$ cat config.mk
export PLATFORM = sky130hd
export DESIGN_NAME = jvm_decode_sequencer
export DESIGN_NICKNAME = d
export VERILOG_FILES = /design/src/rtl/jvm_decode_sequencer.sv
export SDC_FILE = /design/constraint.sdc
export NUM_CORES = 1
export LEC_CHECK = 0
export CAP_MARGIN = 20
export CORE_MARGIN = 8
export CORE_UTILIZATION = 26
export DETAILED_ROUTE_END_ITERATION = 12
export DONT_BUFFER_PORTS = 1
export PLACE_DENSITY = 0.49
export SYNTH_ARGS = -nofsm -noshare
export SYNTH_HDL_FRONTEND = slang
export SYNTH_SLANG_ARGS = --single-unit
$ cat constraint.sdc
create_clock -name clk -period 4.5 [get_ports clk]
set_input_delay 0.9 -clock clk [delete_from_list [all_inputs] [get_ports clk]]
set_output_delay 0.9 -clock clk [all_outputs]
set_load 0.005 [all_outputs]
$ cat src/rtl/jvm_decode_sequencer.sv
// rtl/jvm_decode_sequencer.sv - JVM opcode fetch/decode and microcode address sequencer
module jvm_decode_sequencer #(
    parameter int               OPC_W       = 8,
    parameter int               ADR_W       = 10,
    parameter int               PARAM_W     = 3,
    parameter int               MAX_ITER    = 64,
    parameter logic [OPC_W-1:0] WIDE_OPCODE = 8'hC4
) (
    input  logic               clk,
    input  logic               reset,
    input  logic               waiting,
    input  logic               flush,
    input  logic [OPC_W-1:0]   iram_data,
    input  logic               iram_valid,
    output logic               iram_req,
    input  logic [PARAM_W-1:0] parameter_number,
    input  logic [ADR_W-1:0]   next_adr,
    output logic [1:0]         state,
    output logic [ADR_W-1:0]   com_adr,
    output logic [OPC_W-1:0]   jvm_opcode,
    output logic               is_wide,
    output logic               q_select,
    output logic [OPC_W-1:0]   param_byte,
    output logic [PARAM_W:0]   param_index,
    output logic               param_byte_valid,
    output logic               instr_done,
    output logic               error
);

    typedef enum logic [1:0] {
        S_FETCH   = 2'd0,
        S_PARAMS  = 2'd1,
        S_ITERATE = 2'd2,
        S_HALT    = 2'd3
    } state_t;

    localparam int CNT_W  = PARAM_W + 1;
    // Wide enough to hold MAX_ITER-1 for any MAX_ITER >= 1.
    localparam int ITER_W = $clog2(MAX_ITER + 1);
    localparam logic [ITER_W-1:0] ITER_LAST = ITER_W'(MAX_ITER - 1);

    state_t             r_state;
    logic [ADR_W-1:0]   r_com_adr;
    logic [OPC_W-1:0]   r_opcode;
    logic               r_is_wide;
    logic               r_q_select;
    logic [OPC_W-1:0]   r_param_byte;
    logic [CNT_W-1:0]   r_param_index;
    logic               r_pbv;
    logic               r_done;
    logic               r_error;
    logic [CNT_W-1:0]   r_target;
    logic [CNT_W-1:0]   r_count;
    logic [ITER_W-1:0]  r_iter;

    state_t             w_state;
    logic [ADR_W-1:0]   w_com_adr;
    logic [OPC_W-1:0]   w_opcode;
    logic               w_is_wide;
    logic               w_q_select;
    logic [OPC_W-1:0]   w_param_byte;
    logic [CNT_W-1:0]   w_param_index;
    logic               w_pbv;
    logic               w_done;
    logic               w_error;
    logic [CNT_W-1:0]   w_target;
    logic [CNT_W-1:0]   w_count;
    logic [ITER_W-1:0]  w_iter;

    logic               w_accept;
    logic [CNT_W-1:0]   w_tgt_calc;

    assign iram_req = !waiting && !reset && (r_state == S_FETCH || r_state == S_PARAMS);
    assign w_accept = iram_req && iram_valid;

    // Operand byte count for the opcode on the bus; doubled under a wide prefix.
    assign w_tgt_calc = r_is_wide ? {parameter_number, 1'b0} : {1'b0, parameter_number};

    assign state            = r_state;
    assign com_adr          = r_com_adr;
    assign jvm_opcode       = r_opcode;
    assign is_wide          = r_is_wide;
    assign q_select         = r_q_select;
    assign param_byte       = r_param_byte;
    assign param_index      = r_param_index;
    assign param_byte_valid = r_pbv;
    assign instr_done       = r_done;
    assign error            = r_error;

    // Next-state and next-register values; strobes default low so stalls clear them.
    always_comb begin
        w_state       = r_state;
        w_com_adr     = r_com_adr;
        w_opcode      = r_opcode;
        w_is_wide     = r_is_wide;
        w_q_select    = r_q_select;
        w_param_byte  = r_param_byte;
        w_param_index = r_param_index;
        w_pbv         = 1'b0;
        w_done        = 1'b0;
        w_error       = r_error;
        w_target      = r_target;
        w_count       = r_count;
        w_iter        = r_iter;

        if (waiting) begin
            // stall: everything holds except the one-cycle strobes
        end else if (flush && r_state != S_HALT) begin
            w_state    = S_FETCH;
            w_is_wide  = 1'b0;
            w_count    = '0;
            w_iter     = '0;
            w_q_select = 1'b0;
        end else begin
            case (r_state)
                S_FETCH: begin
                    if (w_accept) begin
                        if (iram_data == WIDE_OPCODE) begin
                            if (r_is_wide) begin
                                w_error = 1'b1;
                                w_state = S_HALT;
                            end else begin
                                w_is_wide = 1'b1;
                            end
                        end else begin
                            w_opcode      = iram_data;
                            w_target      = w_tgt_calc;
                            w_param_index = '0;
                            w_count       = '0;
                            w_iter        = '0;
                            if (w_tgt_calc == '0) begin
                                w_state    = S_ITERATE;
                                w_com_adr  = ADR_W'(iram_data);
                                w_q_select = 1'b1;
                            end else begin
                                w_state = S_PARAMS;
                            end
                        end
                    end
                end
                S_PARAMS: begin
                    if (w_accept) begin
                        w_param_byte  = iram_data;
                        w_param_index = r_count;
                        w_pbv         = 1'b1;
                        w_count       = r_count + CNT_W'(1);
                        if (r_count + CNT_W'(1) == r_target) begin
                            w_state    = S_ITERATE;
                            w_com_adr  = ADR_W'(r_opcode);
                            w_q_select = 1'b1;
                            w_iter     = '0;
                        end
                    end
                end
                S_ITERATE: begin
                    if (next_adr == '0) begin
                        w_state    = S_FETCH;
                        w_q_select = 1'b0;
                        w_is_wide  = 1'b0;
                        w_done     = 1'b1;
                    end else if (r_iter == ITER_LAST) begin
                        w_error = 1'b1;
                        w_state = S_HALT;
                    end else begin
                        w_com_adr = next_adr;
                        w_iter    = r_iter + ITER_W'(1);
                    end
                end
                default: begin
                    // HALT is absorbing until reset
                end
            endcase
        end
    end

    // Register update with synchronous active-high reset.
    always_ff @(posedge clk) begin
        if (reset) begin
            r_state       <= S_FETCH;
            r_com_adr     <= '0;
            r_opcode      <= '0;
            r_is_wide     <= 1'b0;
            r_q_select    <= 1'b0;
            r_param_byte  <= '0;
            r_param_index <= '0;
            r_pbv         <= 1'b0;
            r_done        <= 1'b0;
            r_error       <= 1'b0;
            r_target      <= '0;
            r_count       <= '0;
            r_iter        <= '0;
        end else begin
            r_state       <= w_state;
            r_com_adr     <= w_com_adr;
            r_opcode      <= w_opcode;
            r_is_wide     <= w_is_wide;
            r_q_select    <= w_q_select;
            r_param_byte  <= w_param_byte;
            r_param_index <= w_param_index;
            r_pbv         <= w_pbv;
            r_done        <= w_done;
            r_error       <= w_error;
            r_target      <= w_target;
            r_count       <= w_count;
            r_iter        <= w_iter;
        end
    end

endmodule

# Yosys cells after proc, flatten, opt, wreduce, memory -nomap -nowiden
# Index checks and enable logic that the tools add are counted.
# totals
in_bits	26
elab_cells	129
ff_bits	52
out_inout_bits	38
# op_classes
addsub	2
mux	54
n_eq_ne	27
n_reduce_logical	28
bitwise_logic	5
# ops
op	count
$mux W10	7
$mux W7	7
$pmux W10 S3	1
$mux W4	6
$reduce_and A8 Y1	3
$pmux W7 S3	1
$mux W2	9
$mux W1	17
$ne A2 B2 Y1 const B	8
$pmux W4 S2	2
$reduce_and A5 Y1	3
$ne A3 B3 Y1 const B	4
$logic_not A10 Y1	1
$reduce_and A10 Y1	1
$ne A3 B1 Y1 const B	3
$reduce_bool A3 Y1	3
$eq A8 B8 Y1 const B	1
$ne A4 B4 Y1 const B	2
$reduce_or A4 Y1	2
$add A7 B1 Y7 const B	1
$eq A7 B6 Y1 const B	1
$reduce_and A7 Y1	1
$ne A2 B1 Y1 const B	3
$ne A3 B2 Y1 const B	2
17 further kinds	27

# Longest topological paths before layout
# depth
depth_word	7
mapped_depth	9
mapped_depth_nobuf	8

# Worst setup path after synthesis
# OpenSTA, ideal clock, no wires.
# synth_timing
path_type	input to register
from	input waiting
to	register r_com_adr[0] (netlist: com_adr[0])
setup_time_ps	128
setup_slack_ps	2048
t_arrival_ps	2325
stages	8
path_buffers	2
required_time_ps	4372
path_cell_list	buf_6 -> or3b_4 -> a21oi_1 -> o21ai_1 -> nor4b_2 -> buf_4 -> mux2i_1 -> nor2_1
# synth_via
elab_chain_len	6
word_cells_on_any_way	8
classes_between	eq/ne (2); bitwise (1); reduce/logical (5)
# synth_lines
item	line	source
start: declaration	11	input logic waiting,
$logic_not A1 Y1	73	assign iram_req = !waiting && !reset && (r_state == S_FETCH || r_state == S_PARAMS);
$logic_and A1 B1 Y1 (2 in series)	73	
$logic_and A1 B1 Y1	74	assign w_accept = iram_req && iram_valid;
$ne A2 B2 Y1 (no source line)	--	
$reduce_and A10 Y1 (no source line) *	--	
end signal: assignment	194	r_com_adr <= w_com_adr;
end: declaration	43	logic [ADR_W-1:0] r_com_adr;
# Every way passes the cells marked *; elsewhere a longest branch is shown, timed or not.
# A chain may end at the register's enable or synchronous reset.

# Final worst setup path
# layout_timing
from	register r_state[1] (netlist: state[1])
to	output iram_req
# layout_via
elab_chain_len	3
word_cells_on_any_way	4
classes_between	eq/ne (1); reduce/logical (3)
# layout_lines
item	line	source
start: declaration	42	state_t r_state;
start signal: assignment	193	r_state <= w_state;
$eq A2 B1 Y1 / $logic_not A2 Y1 (equally long branches)	73	
$logic_or A1 B1 Y1 *	73	
$logic_and A1 B1 Y1 *	73	
end: declaration	15	output logic iram_req,
# Marks and branches as above.

==> flow_metrics.tcl <==
set metrics [dict create \
    start_util 0.265 \
    cts.sinks 52 \
    maxSlewViolCount 0 \
    yosysSeqAreaShare 0.386 \
    hold_viol_final 0 \
    drt_iter0_markers 121 \
    cts_max_level 2 \
    cts_resized 0 \
    ys_top_cells_by_area "dfxtp_1, mux2i_1, nor2_1, a21oi_1, ha_1" \
    met2_length_mm 3.28 \
    post-route-period-util 0.618 \
    dieArea_um2 13900 \
    start_kind "flip-flop" \
    synthToLayoutAreaGrowth_pct 6.87 \
    place_area_um2 2780 \
    setup.worst_path.end_class "primary output" \
    pwr_density_cell_nw_per_um2 291 \
    max_slew.worst_pin.slew_ns 1.06 \
    fillCellCount 1130 \
    holdBufCountCts 0 \
    p_leak_nw 1.00 \
    path_clk_slew_ns 0.10 \
    synth_compound_area_frac 0.170 \
    synth.area.mux_share 0.108 \
    rsz0062_at_grt "no" \
    skew_ns 0.00808 \
    antenna_cells 0 \
    dp.cells 429 \
    drt_first_pass_iters 4 \
    min_path_cells 1 \
    grt_start_max_net_pins 58 \
    critPathMaxFanout 19 \
    syn_avg_cell_area_um2 8.67 \
    setup_viol 0 \
    cts_made_buffers 5 \
    postRouteAntennaNets 0 \
    via_per_inst 5.14 \
    setup_tns_ns 0 \
    dp_hpwl_mm 5.68 \
    synth_cell_types 53 \
    synth_top_flop_cell "dfxtp_1" \
    grt_overflow 0 \
    maxCapViolCount 0 \
    cts_setup_buffers 0 \
    cp.arrival_ns 1.88 \
    route.met3.wl_um 817 \
    fmax_mhz 360 \
    drive_gt1_frac 0.0698 \
    nets 332 \
    yosys.area_share.simple 0.245 \
    grt_pass1_wl_mm 12.2 \
    ir_drop_mv 0.129 \
    synth_xor_xnor_area_share 0.0214 \
    core_um2 10200 \
    rows 37 \
    die_h_um 118 \
    cts.path.max_buffers 2 \
    drc 0 \
    design_area_um2 2880 \
    synth-adder-area-share 0.0279 \
    cts_tree "done" \
    ys_seq_elements 52 \
    hold_class "flip-flop to flip-flop" \
    async_flop_share 0 \
    synthesis.area_um2 2700 \
    synth_commonest_cells "dfxtp_1, nor2_1, mux2i_1, a21oi_1" \
    dr_total_vias 2248 \
    gp_congestion 0.784 \
    path_class "flip-flop to primary output" \
    syn-num-nets 343 \
    port_buffers 0 \
    worstPathRequired_ns 3.60 \
    root_buffer "clkbuf_8" \
    pin_count 64 \
    fin_cells 437 \
    drt-total-wl_mm 7.57 \
    grt_use_total 0.106 \
    synth.top_cell.area_share 0.386 \
    synth_top_family_by_area "simple AND/OR/NAND/NOR gates" \
    maxSlewHeadroom 0.291 \
    fin_crit_ns 2.78 \
    postSynthCellCount 311 \
    yosys.area.top_type "dfxtp_1" \
    outcome "finished clean" \
    routedWlPerCell_um 17.3 \
    highest_layer "met4" \
    grt_antenna_before_repair 0 \
    grt_pass1_vias 2260 \
    worstSkewPairLatency_ns 0.31 \
    synth-edff-count 0 \
    yosysWarnings 0 \
    reg2regPathDepth 6 \
    met1_length_mm 3.40 \
    die_w_um 118 \
    synth.most_common_cell "dfxtp_1" \
]
## layout make-up
type / count / area [um^2] / area share
Clock inverter: 3 / 27.5 / 0.00956
Tap cell: 136 / 170 / 0.0591
Timing Repair Buffer: 1 / 7.51 / 0.00261
Clock buffer: 5 / 68.8 / 0.0239
Multi-Input combinational cell: 234 / 1540 / 0.536
Inverter: 6 / 22.5 / 0.00782
Sequential cell: 52 / 1040 / 0.361
## worst max-delay path, stage by stage, from the launching register on
cell	delay (ns)
dfxtp_1	0.38
inv_1	0.10
ha_1	0.61
nor2_1	0.18
nor3_1	0.30
## through the flow
stage / hold slack, ns / worst slack (ns) / power (mW) / util
finish: 0.480 / 1.72 / 0.837 / 0.283
global route: 0.495 / 1.55 / 0.875 / 0.283
CTS: 0.481 / 1.67 / 0.852 / 0.283
detailed placement: 0.463 / 1.80 / 0.566 / 0.273
global placement: 0.462 / 1.85 / 0.566 / 0.273
floorplan: 0.448 / 2.05 / 0.556 / -
## where the power goes
part	switching [mW]	internal, mW
combinational	0.0497	0.0319
clock	0.167	0.115
sequential	0.00752	0.466
total	0.225	0.612
## cell usage in the layout (no fill, tap or decap), types with 2 or more instances in the layout
| master | synthesis | layout |
|---|---|---|
| o22ai_1 | 2 | 2 |
| inv_1 | 5 | 5 |
| or4_1 | 2 | 2 |
| nor3_1 | 5 | 5 |
| and3_1 | 4 | 4 |
| ha_1 | 6 | 6 |
| mux2i_1 | 29 | 29 |
| nand2b_1 | 10 | 10 |
| nor2b_1 | 2 | 2 |
| o21ai_0 | 4 | 4 |
| a211oi_1 | 4 | 4 |
| xnor2_1 | 2 | 2 |
| o21ai_1 | 9 | 9 |
| nor2_1 | 46 | 46 |
| clkbuf_8 | 0 | 5 |
| nor3b_1 | 2 | 2 |
| or3_1 | 2 | 2 |
| nand4b_1 | 2 | 2 |
| a22oi_1 | 9 | 9 |
| nand2_1 | 12 | 12 |
| o21a_1 | 2 | 2 |
| nor4_1 | 5 | 5 |
| nand3_1 | 14 | 14 |
| xor2_1 | 2 | 2 |
| dfxtp_1 | 52 | 52 |
| a31oi_1 | 7 | 7 |
| a21oi_1 | 28 | 28 |
| nor4b_2 | 2 | 2 |
| and2_1 | 2 | 2 |
## sequential cells by signal, summed over array words and instances (netlist names)
name / flops
com_adr: 10
jvm_opcode: 8
param_byte: 8
r_iter: 7
param_index: 4
r_count: 4
r_target: 4
state: 2
error: 1
instr_done: 1
is_wide: 1
param_byte_valid: 1
q_select: 1
## worst paths after layout
check	start	to	slack [ns]
worst max-delay path	state[1]	iram_req	1.72
worst min-delay path	r_iter[6]	r_iter[6]	0.48
worst max register to register	state[1]	r_count[3]	1.94
worst min register to register	r_iter[6]	r_iter[6]	0.48
## cell families (layout without fill, tap and decap cells)
group                      after synthesis  in the layout
DFF                                     52             52
and+or+nand+nor                        121            121
buffers and inverters                   25             15
muxes                                   29             29
xor gates and xnor gates                 5              5
AOI/OAI and AO/OA                       73             73
adders and majority gates                6              6
## routing by layer
metal,GRT usage,vias to the layer above
li1,-,1101
met1,0.132,1060
met2,0.165,81
met3,0.0470,6
met4,0.0240,0
met5,0,-
No activity file was read; power rests on OpenSTA's default activity.
